--- src/rtl/targeting_pkg.sv ---
// -----------------------------------------------------------------------------
// targeting_pkg
//   Shared definitions for the proton cannon scheduler: FSM state encoding,
//   default timing/ammunition constants and a small constant helper.
// -----------------------------------------------------------------------------
package targeting_pkg;

    typedef enum logic [1:0] {
        ST_IDLE     = 2'd0,
        ST_CHARGE   = 2'd1,
        ST_FIRE     = 2'd2,
        ST_COOLDOWN = 2'd3
    } state_e;

    localparam int DEF_N_CH       = 4;
    localparam int DEF_CHARGE_CYC = 8;
    localparam int DEF_COOL_CYC   = 12;
    localparam int DEF_AMMO_W     = 4;
    localparam int DEF_MAX_AMMO   = 15;

    function automatic int max_int(input int a, input int b);
        return (a > b) ? a : b;
    endfunction

endpackage

--- src/rtl/rr_arbiter.sv ---
// -----------------------------------------------------------------------------
// rr_arbiter
//   Purely combinational round-robin pick: the first set request bit at or
//   after ptr_i, wrapping around.
// Ports:
//   req_i  [N_CH]   request vector
//   ptr_i  [IDX_W]  highest-priority channel for this pick
//   gnt_o  [N_CH]   one-hot grant (all zero when no request)
//   idx_o  [IDX_W]  index of the granted channel
//   vld_o           a request was granted
// -----------------------------------------------------------------------------
module rr_arbiter
    import targeting_pkg::*;
#(
    parameter  int N_CH  = DEF_N_CH,
    localparam int IDX_W = $clog2(N_CH)
) (
    input  logic [N_CH-1:0]  req_i,
    input  logic [IDX_W-1:0] ptr_i,
    output logic [N_CH-1:0]  gnt_o,
    output logic [IDX_W-1:0] idx_o,
    output logic             vld_o
);

    int               c;
    logic [IDX_W-1:0] cidx;

    always_comb begin
        gnt_o = '0;
        idx_o = '0;
        vld_o = 1'b0;
        c     = 0;
        cidx  = '0;
        for (int k = 0; k < N_CH; k++) begin
            // Explicit wrap so non-power-of-two channel counts work.
            c = int'(ptr_i) + k;
            if (c >= N_CH) c = c - N_CH;
            cidx = IDX_W'(c);
            if (!vld_o && req_i[cidx]) begin
                vld_o       = 1'b1;
                gnt_o[cidx] = 1'b1;
                idx_o       = cidx;
            end
        end
    end

endmodule

--- src/rtl/proton_fire_scheduler.sv ---
// -----------------------------------------------------------------------------
// proton_fire_scheduler
//   Shares one proton cannon between N_CH targeting channels. Latches fire
//   requests, picks one round-robin, then runs CHARGE -> FIRE -> COOLDOWN,
//   enforcing the ammunition count and the master arm interlock.
// Ports:
//   clk, rst_n       clock, asynchronous active-low reset
//   fire_req [N_CH]  per-channel one-cycle request strobes
//   arm              master arm; low inhibits dispatch and aborts CHARGE
//   reload           reload ammo to MAX_AMMO (IDLE only)
//   cannon_fire      one-cycle fire pulse
//   fire_ch          channel being serviced
//   grant    [N_CH]  one-hot on the serviced channel during FIRE
//   busy             any state other than IDLE
//   pending  [N_CH]  latched, unserviced requests
//   ammo     [AMMO_W] rounds remaining
//   empty            ammo == 0
// -----------------------------------------------------------------------------
module proton_fire_scheduler
    import targeting_pkg::*;
#(
    parameter  int N_CH       = DEF_N_CH,
    parameter  int CHARGE_CYC = DEF_CHARGE_CYC,
    parameter  int COOL_CYC   = DEF_COOL_CYC,
    parameter  int AMMO_W     = DEF_AMMO_W,
    parameter  int MAX_AMMO   = DEF_MAX_AMMO,
    localparam int IDX_W      = $clog2(N_CH)
) (
    input  logic              clk,
    input  logic              rst_n,
    input  logic [N_CH-1:0]   fire_req,
    input  logic              arm,
    input  logic              reload,
    output logic              cannon_fire,
    output logic [IDX_W-1:0]  fire_ch,
    output logic [N_CH-1:0]   grant,
    output logic              busy,
    output logic [N_CH-1:0]   pending,
    output logic [AMMO_W-1:0] ammo,
    output logic              empty
);

    localparam int TMR_MAX = max_int(CHARGE_CYC, COOL_CYC);
    localparam int TMR_W   = $clog2(TMR_MAX + 1);

    state_e             state_q, state_d;
    logic [TMR_W-1:0]   timer_q, timer_d;
    logic [N_CH-1:0]    pending_q, pending_d;
    logic [AMMO_W-1:0]  ammo_q, ammo_d;
    logic [IDX_W-1:0]   rr_q, rr_d;
    logic [IDX_W-1:0]   fire_ch_q, fire_ch_d;

    logic [N_CH-1:0]    pend_in;
    logic [N_CH-1:0]    ch_oh;
    logic [N_CH-1:0]    arb_gnt;
    logic [IDX_W-1:0]   arb_idx;
    logic               arb_vld;

    // Includes this cycle's strobes so a request can be dispatched on arrival.
    assign pend_in = pending_q | fire_req;
    assign ch_oh   = N_CH'(1) << fire_ch_q;

    rr_arbiter #(.N_CH(N_CH)) u_arb (
        .req_i (pend_in),
        .ptr_i (rr_q),
        .gnt_o (arb_gnt),
        .idx_o (arb_idx),
        .vld_o (arb_vld)
    );

    always_comb begin
        state_d   = state_q;
        timer_d   = timer_q;
        pending_d = pend_in;
        ammo_d    = ammo_q;
        rr_d      = rr_q;
        fire_ch_d = fire_ch_q;
        unique case (state_q)
            ST_IDLE: begin
                // Reload takes priority; a ready dispatch simply waits a cycle.
                if (reload) begin
                    ammo_d = AMMO_W'(MAX_AMMO);
                end else if (arm && !empty && arb_vld) begin
                    fire_ch_d = arb_idx;
                    pending_d = pend_in & ~arb_gnt;
                    timer_d   = TMR_W'(CHARGE_CYC - 1);
                    state_d   = ST_CHARGE;
                end
            end
            ST_CHARGE: begin
                // Disarm aborts the shot and hands the request back.
                if (!arm) begin
                    pending_d = pend_in | ch_oh;
                    state_d   = ST_IDLE;
                end else if (timer_q == '0) begin
                    state_d = ST_FIRE;
                end else begin
                    timer_d = timer_q - 1'b1;
                end
            end
            ST_FIRE: begin
                if (ammo_q != '0) ammo_d = ammo_q - 1'b1;
                rr_d    = (fire_ch_q == IDX_W'(N_CH - 1)) ? '0 : fire_ch_q + 1'b1;
                timer_d = TMR_W'(COOL_CYC - 1);
                state_d = ST_COOLDOWN;
            end
            ST_COOLDOWN: begin
                if (timer_q == '0) state_d = ST_IDLE;
                else               timer_d = timer_q - 1'b1;
            end
            default: state_d = ST_IDLE;
        endcase
        // With no ammo, requests are refused rather than stored.
        if (empty) pending_d = '0;
    end

    always_ff @(posedge clk or negedge rst_n) begin
        if (!rst_n) begin
            state_q   <= ST_IDLE;
            timer_q   <= '0;
            pending_q <= '0;
            ammo_q    <= AMMO_W'(MAX_AMMO);
            rr_q      <= '0;
            fire_ch_q <= '0;
        end else begin
            state_q   <= state_d;
            timer_q   <= timer_d;
            pending_q <= pending_d;
            ammo_q    <= ammo_d;
            rr_q      <= rr_d;
            fire_ch_q <= fire_ch_d;
        end
    end

    assign cannon_fire = (state_q == ST_FIRE);
    assign grant       = (state_q == ST_FIRE) ? ch_oh : '0;
    assign busy        = (state_q != ST_IDLE);
    assign fire_ch     = fire_ch_q;
    assign pending     = pending_q;
    assign ammo        = ammo_q;
    assign empty       = (ammo_q == '0);

endmodule

--- config.mk ---
export PLATFORM = sky130hd
export DESIGN_NAME = proton_fire_scheduler
export DESIGN_NICKNAME = d
export VERILOG_FILES = /design/src/rtl/targeting_pkg.sv /design/src/rtl/rr_arbiter.sv /design/src/rtl/proton_fire_scheduler.sv
export SDC_FILE = /design/constraint.sdc
export NUM_CORES = 1
export LEC_CHECK = 0
export BUFFER_PORTS_ARGS = -buffer_cell sky130_fd_sc_hd__buf_2
export CORE_MARGIN = 2
export CORE_UTILIZATION = 30
export CTS_BUF_LIST = sky130_fd_sc_hd__clkbuf_16
export DETAILED_ROUTE_END_ITERATION = 7
export PLACE_DENSITY = 0.57
export SLEW_MARGIN = 20
export SYNTH_ARGS = -nofsm -noshare
export SYNTH_HDL_FRONTEND = slang
export SYNTH_SLANG_ARGS = --single-unit
--- constraint.sdc ---
create_clock -name clk -period 3.9 [get_ports clk]
set_clock_uncertainty 0.05 [all_clocks]
set_input_delay 0.585 -clock clk [delete_from_list [all_inputs] [get_ports clk]]
set_output_delay 0.585 -clock clk [all_outputs]
set_load 0.005 [all_outputs]
==> metrics, run 1 <==
Post-synth EDFFs=0; syn_area_per_cell=8.614 um^2; RSZ-0062 raised after global routing=false; DP Cell Count=259; antenna-violating nets left=0; drt wl/cell=14.34 um; largest net degree at the start of global routing=19; total congestion overflow=0; status=complete, no violations; Setup Viol. Count Final=0; GRT Util Overall=15.12%; Starting Density=31.34%; Max rail drop VDD=0.0003064 V; share of flip-flops with an asynchronous set or reset=100.0%; number of remaining DRC errors=0; Arr. time, crit path=2490 ps; Site Rows=25; post-cts sizing count=0; critical-path maximum fanout=12; slowest CP cell=dfrtp_1; Setup crit end kind=flop; Max Buffers Root-to-Sink=2; n_diodes=0; CTS buffer count=3; vias per cell=5.236; post-synthesis sequential area ratio=30.56%; CTS tree=done; first-pass GRT wire length=6299 um; Post-Route Setup TNS=0 ps; DP Area=1657 um^2; Critical Path RT=3990 ps; die area=5547 um^2; most common cell in the synthesized netlist=nor2_1; top cells by area, synth=dfrtp_1 24%, ha_1 12%, dfstp_2 7.1%; Place WS=1533 ps; Placeable Area=4755 um^2; Detailed Place HPWL=2889 um; Most used DFF post-synth=dfrtp_1; Syn Nets=195; H-tree Lvls=1; final worst-path cycle share=61.73%; Layout fillers=526; max-capacitance violation count=0; Layout Cells excl Fill=263; drt pass-1 iters=4; Rel. slew slack=58.43%; io pins=25; largest area contributor in the netlist=dfrtp_1; critical setup path kind=reg2reg; initial DRC count=120; hold crit path type=in2async; Max Fclk=415.4 MHz; synth unique cells=42; post-CTS setup buffer count=0; endpoints failing hold=0; initial antenna violation count=0; flops & latches, synth=18; most numerous cell on the critical path=a311oi_1; startpoint types=flop; worst slew pin tran=617.8 ps; minimum clock period=2407 ps; Mapped Area=1490 um^2; die height=74.48 um; GPL Wtd Cong=0.8825; Worst-path clk slew=60 ps; cell breakdown of the critical path=inv_2, ha_1, mux4_2, nand3_1, a311oi_1, a311oi_1; power density over the cells=650.5 nW/um^2; fraction of layout cells with a size suffix above 1=21.94%; Hold Buf Count CTS=0; Port Buffer Count=24; number of global-route vias before repair=1264; # clock sinks=18; routed wire length=3772 um; DR vias=1377; Yosys top cell area share=23.51%; worst skew pair latency=260 ps; area delta synth->final=16.46%; Mapped Cells=173; Clock Tree Root=clkbuf_16; CP peak stage delay=600 ps; Final WS setup=1493 ps; top cells by count, synth=21 x nor2_1, 18 x nand2_1, 14 x dfrtp_1, 14 x ha_1, 13 x o21ai_0; Leakage=0.7575 nW; yosys warns=0; Final Max Tran Viols=0; final net count=219; final instance area=1735 um^2; Horiz. Die Dim=74.48 um
area by class of cell:
cell class              count  area [um^2]  share of cell area [%]
multi-input cells         137        948.4                   54.65
flip-flops and latches     18        455.4                   26.24
repair buffers             24        120.1                   6.921
well taps                  67        83.83                   4.831
clock buffers               3        75.07                   4.326
inverters                  13        48.80                   2.812
clock inverters             1        3.754                  0.2163
worst max-delay path, delay by kind of cell, from the launching register on:
| family | cells | cell delay [ps] |
|---|---|---|
| buffers and inverters | 1 | 220 |
| flip-flops | 1 | 600 |
| multiplexers | 1 | 400 |
| AO/OA/AOI/OAI | 2 | 430 |
| adder cells (fa/ha/maj) | 1 | 470 |
| AND/OR/NAND/NOR | 1 | 110 |
stage by stage:
stage | power [mW] | util, % | hold WS, ps
2_1_floorplan | 0.7563 | - | 239.4
3_3_place_gp | 0.9151 | 34.84 | 450.6
3_5_place_dp | 0.9150 | 34.84 | 458.3
4_1_cts | 1.138 | 36.50 | 230.9
5_1_grt | 1.243 | 36.50 | 241.9
6_report | 1.129 | 36.50 | 206.4
cell families after synthesis:
family	after synthesis	share of synthesized area, %
compound gates	40	17.72
mux	6	7.557
buf+inv	18	5.794
simple gates	76	26.03
flops	18	30.56
fa+ha+maj	14	11.75
xor+xnor	1	0.5878
routing by layer:
metal / share of wire (%) / wire [um] / track usage (%) / up-vias
met5: 0 / 0 / 0 / -
met4: 1.6 / 61 / 4.563 / 0
met3: 6.3 / 239 / 3.252 / 6
met2: 47 / 1760 / 23.40 / 56
met1: 45 / 1710 / 21.20 / 643
li1: - / - / - / 672
worst paths after layout:
| kind | from | endpoint | slack (ps) | depth (start not counted) |
|---|---|---|---|---|
| hold / removal | rst_n | fire_ch[0]$_DFFE_PN0P_ | 210 | 1 |
| min in group clk | timer_q[1]$_DFFE_PN0P_ | timer_q[1]$_DFFE_PN0P_ | 470 | 1 |
| max in group asynchronous | rst_n | ammo[2]$_DFFE_PN1P_ | 3260 | 1 |
| setup reg to reg | rr_q[0]$_DFFE_PN0P_ | pending[2]$_DFF_PN0_ | 1490 | 6 |
| hold reg to reg | timer_q[1]$_DFFE_PN0P_ | timer_q[1]$_DFFE_PN0P_ | 470 | 1 |
| setup / recovery | rr_q[0]$_DFFE_PN0P_ | pending[2]$_DFF_PN0_ | 1490 | 6 |
report_power, final:
| group | leakage [nW] | total (mW) | internal (mW) | switching, mW |
|---|---|---|---|---|
| Clock | 0.0385 | 0.219 | 0.137 | 0.0817 |
| Combinational | 0.524 | 0.505 | 0.231 | 0.274 |
| Sequential | 0.194 | 0.405 | 0.277 | 0.128 |
| Total | 0.757 | 1.13 | 0.645 | 0.483 |
registers in the layout (all words and copies together), names as in the netlist, named ones only:
register	count
fire_ch	2
rr_q	2
ammo	4
state_q	1
timer_q	4
pending	4
placed cells by master, fill, tap and decap left out, types with 2 or more instances in the layout:
cell	netlist	routed
dfstp_2	4	4
nor2_1	21	21
a31o_1	2	2
and3_1	4	4
and2_1	4	4
dfrtp_1	14	14
inv_1	11	11
nand2_1	18	18
a311oi_1	8	8
mux2_1	2	2
nor3_1	8	8
buf_2	0	24
nand3_1	5	5
mux4_2	4	4
or2_1	3	3
ha_1	14	14
inv_2	2	2
a21oi_1	9	9
o21ai_0	13	13
o211ai_1	2	2
clkbuf_16	0	3
No activity file was read; power rests on OpenSTA's default activity.
==> run 2, diff against run 1 <==
- PLACE_DENSITY: 0.57 -> 0.59
- clock period: 3.9 -> 2.1 ns (I/O delays scaled with it)
==> run 2 against run 1 <==
Clock-buffer cell count unchanged. Via count grew 2.2%. Sequential share of layout area decreased by 1.1 points. Non-clock buffer count rose by 8. Critical endpoint is now empty.
==> metrics, run 2 (synthesis gave the netlist of run 1 again) <==
Site Rows=25 (unchanged); Rel. slew slack=69.87% (+11 points); vias per cell=5.192 (-0.84%); Max rail drop VDD=0.0006479 V (+110%); commonest non-fill, non-tap cell in the layout=buf_2; Max Fclk=504.9 MHz; # clock sinks=18 (unchanged); Detailed Place HPWL=2910 um (+0.73%); power density over the cells=1197 nW/um^2 (+84%); Critical Path RT=1740 ps (-2250 ps); area delta synth->final=21.58%; Worst-path clk slew=60 ps (about the same); initial DRC count=210 (+75%); critical setup path kind=reg2out; most frequent cells in the layout=24 x buf_2, 21 x nor2_1, 18 x nand2_1; n_diodes=0 (unchanged); final instance area=1812 um^2 (+4.4%); Final Max Tran Viols=0 (unchanged); worst hold start=arm; endpoints failing hold=0 (unchanged); uppermost routed layer=met4; Clock Tree Root=clkbuf_16; WL met2=1834 um (+4.2%); GPL Wtd Cong=0.8769 (-0.63%); Place WS=56.37 ps (-1477 ps); Layout fillers=508 (-3.4%); fraction of layout cells with a size suffix above 1=25.49% (+3.6 points); worst r2r path cells=7 (+1); Placeable Area=4755 um^2 (unchanged); worst hold slack=317.1 ps (+110.7 ps); final net count=227 (+3.7%); die area=5547 um^2 (unchanged); total congestion overflow=0 (unchanged); number of remaining DRC errors=0 (unchanged); hold crit path type=in2reg; Final WS setup=119.6 ps (-1373 ps); drt pass-1 iters=4 (unchanged); RSZ-0062 raised after global routing=false; critical-path maximum fanout=6 (-6); reg-to-reg startpoint=ammo[0]$_DFFE_PN1P_; antenna-violating nets left=0 (unchanged); drt wl/cell=14.11 um (-1.6%); startpoint types=flop; CP startpoint=ammo[0]$_DFFE_PN1P_; H-tree Lvls=1 (unchanged); post-CTS setup buffer count=0 (unchanged); Port Buffer Count=24 (unchanged); hold path depth=3; final worst-path cycle share=94.31%; Setup crit end kind=output pin; CTS buffer count=3 (unchanged); worst slew pin tran=447.9 ps (-169.9 ps); worst skew pair latency=250 ps (about the same); io pins=25 (unchanged); Post-Route Setup TNS=0 ps (unchanged); status=complete, no violations; CTS tree=done; routed wire length=3823 um (+1.4%); Starting Density=31.34% (unchanged); DP Area=1709 um^2 (+3.2%); M1 WL=1693 um (-0.99%); die height=74.48 um (unchanged); Max Buffers Root-to-Sink=2 (unchanged); GRT Util Overall=15.21% (+0.088 points); first-pass GRT wire length=6430 um (+2.1%); DR vias=1407 (+2.2%); minimum clock period=1980 ps; Leakage=0.7989 nW (+5.5%); largest net degree at the start of global routing=19 (unchanged); Setup Viol. Count Final=0 (unchanged); Horiz. Die Dim=74.48 um (unchanged); initial antenna violation count=0 (unchanged); metal3 WL=268 um (+12%); max-capacitance violation count=0 (unchanged); Arr. time, crit path=1620 ps (-870 ps); number of global-route vias before repair=1338 (+5.9%)
## run 2: cell count changes in the layout (fill, tap and decap cells not counted)
cell / previous run / this run
buf_4: 0 / 7
or3b_1: 1 / 0
or3b_4: 0 / 1
dlygate4sd3_1: 0 / 1
a21oi_1: 9 / 8
a21oi_4: 0 / 1
## run 2: critical path: stages (launching register included)
cell and delay (ps):
dfstp_2 560, inv_1 50, ha_1 210, or3b_4 250
buf_4 130, inv_1 50, buf_2 120
## run 2: path summary, 6_finish.rpt
path / slack, ps / to
worst max-delay path: 120 / empty
worst min-delay path: 320 / flop
worst max register to register: 120 / pending[3]$_DFF_PN0_
worst min register to register: 460 / timer_q[1]$_DFFE_PN0P_
max in group asynchronous: 1190 / ammo[2]$_DFFE_PN1P_
min in group asynchronous: 480 / rr_q[1]$_DFFE_PN0P_
## run 2: timing repair
item / 4_1_cts / 5_1_grt
hold buffers: 1 / 0
gates resized for setup: 0 / 3
hold endpoints to repair: 14 / 0
setup endpoints to repair: 0 / 4
## run 2: area by class of cell
type	count	area, um^2	area share, %
inverters	13	48.80	2.693
clock buffers	3	75.07	4.144
well taps	67	83.83	4.627
clock inverters	1	3.754	0.2072
flip-flops and latches	18	455.4	25.14
repair buffers	32	182.7	10.08
multi-input cells	137	962.2	53.11
## run 2: per-stage QoR
| stage | util, % | power, mW | std cells |
|---|---|---|---|
| floorplan | - | 1.405 | 173 |
| global placement | 35.95 | 1.752 | 266 |
| detailed placement | 35.95 | 1.757 | 266 |
| CTS | 37.82 | 2.166 | 271 |
| global route | 38.11 | 2.386 | 271 |
| finish | 38.11 | 2.168 | 271 |
## run 2: metal layers
| layer | global-route usage, % | up-vias |
|---|---|---|
| met5 | 0 | - |
| met4 | 3.373 | 0 |
| met1 | 19.88 | 659 |
| met2 | 25.37 | 62 |
| li1 | - | 684 |
| met3 | 3.930 | 2 |
## run 2: where the power goes
group | leakage, nW | switching, mW | total (mW) | internal, mW
clock | 0.0385 | 0.147 | 0.401 | 0.254
combinational | 0.566 | 0.601 | 1.08 | 0.483
sequential | 0.194 | 0.167 | 0.683 | 0.516
total | 0.799 | 0.915 | 2.17 | 1.25
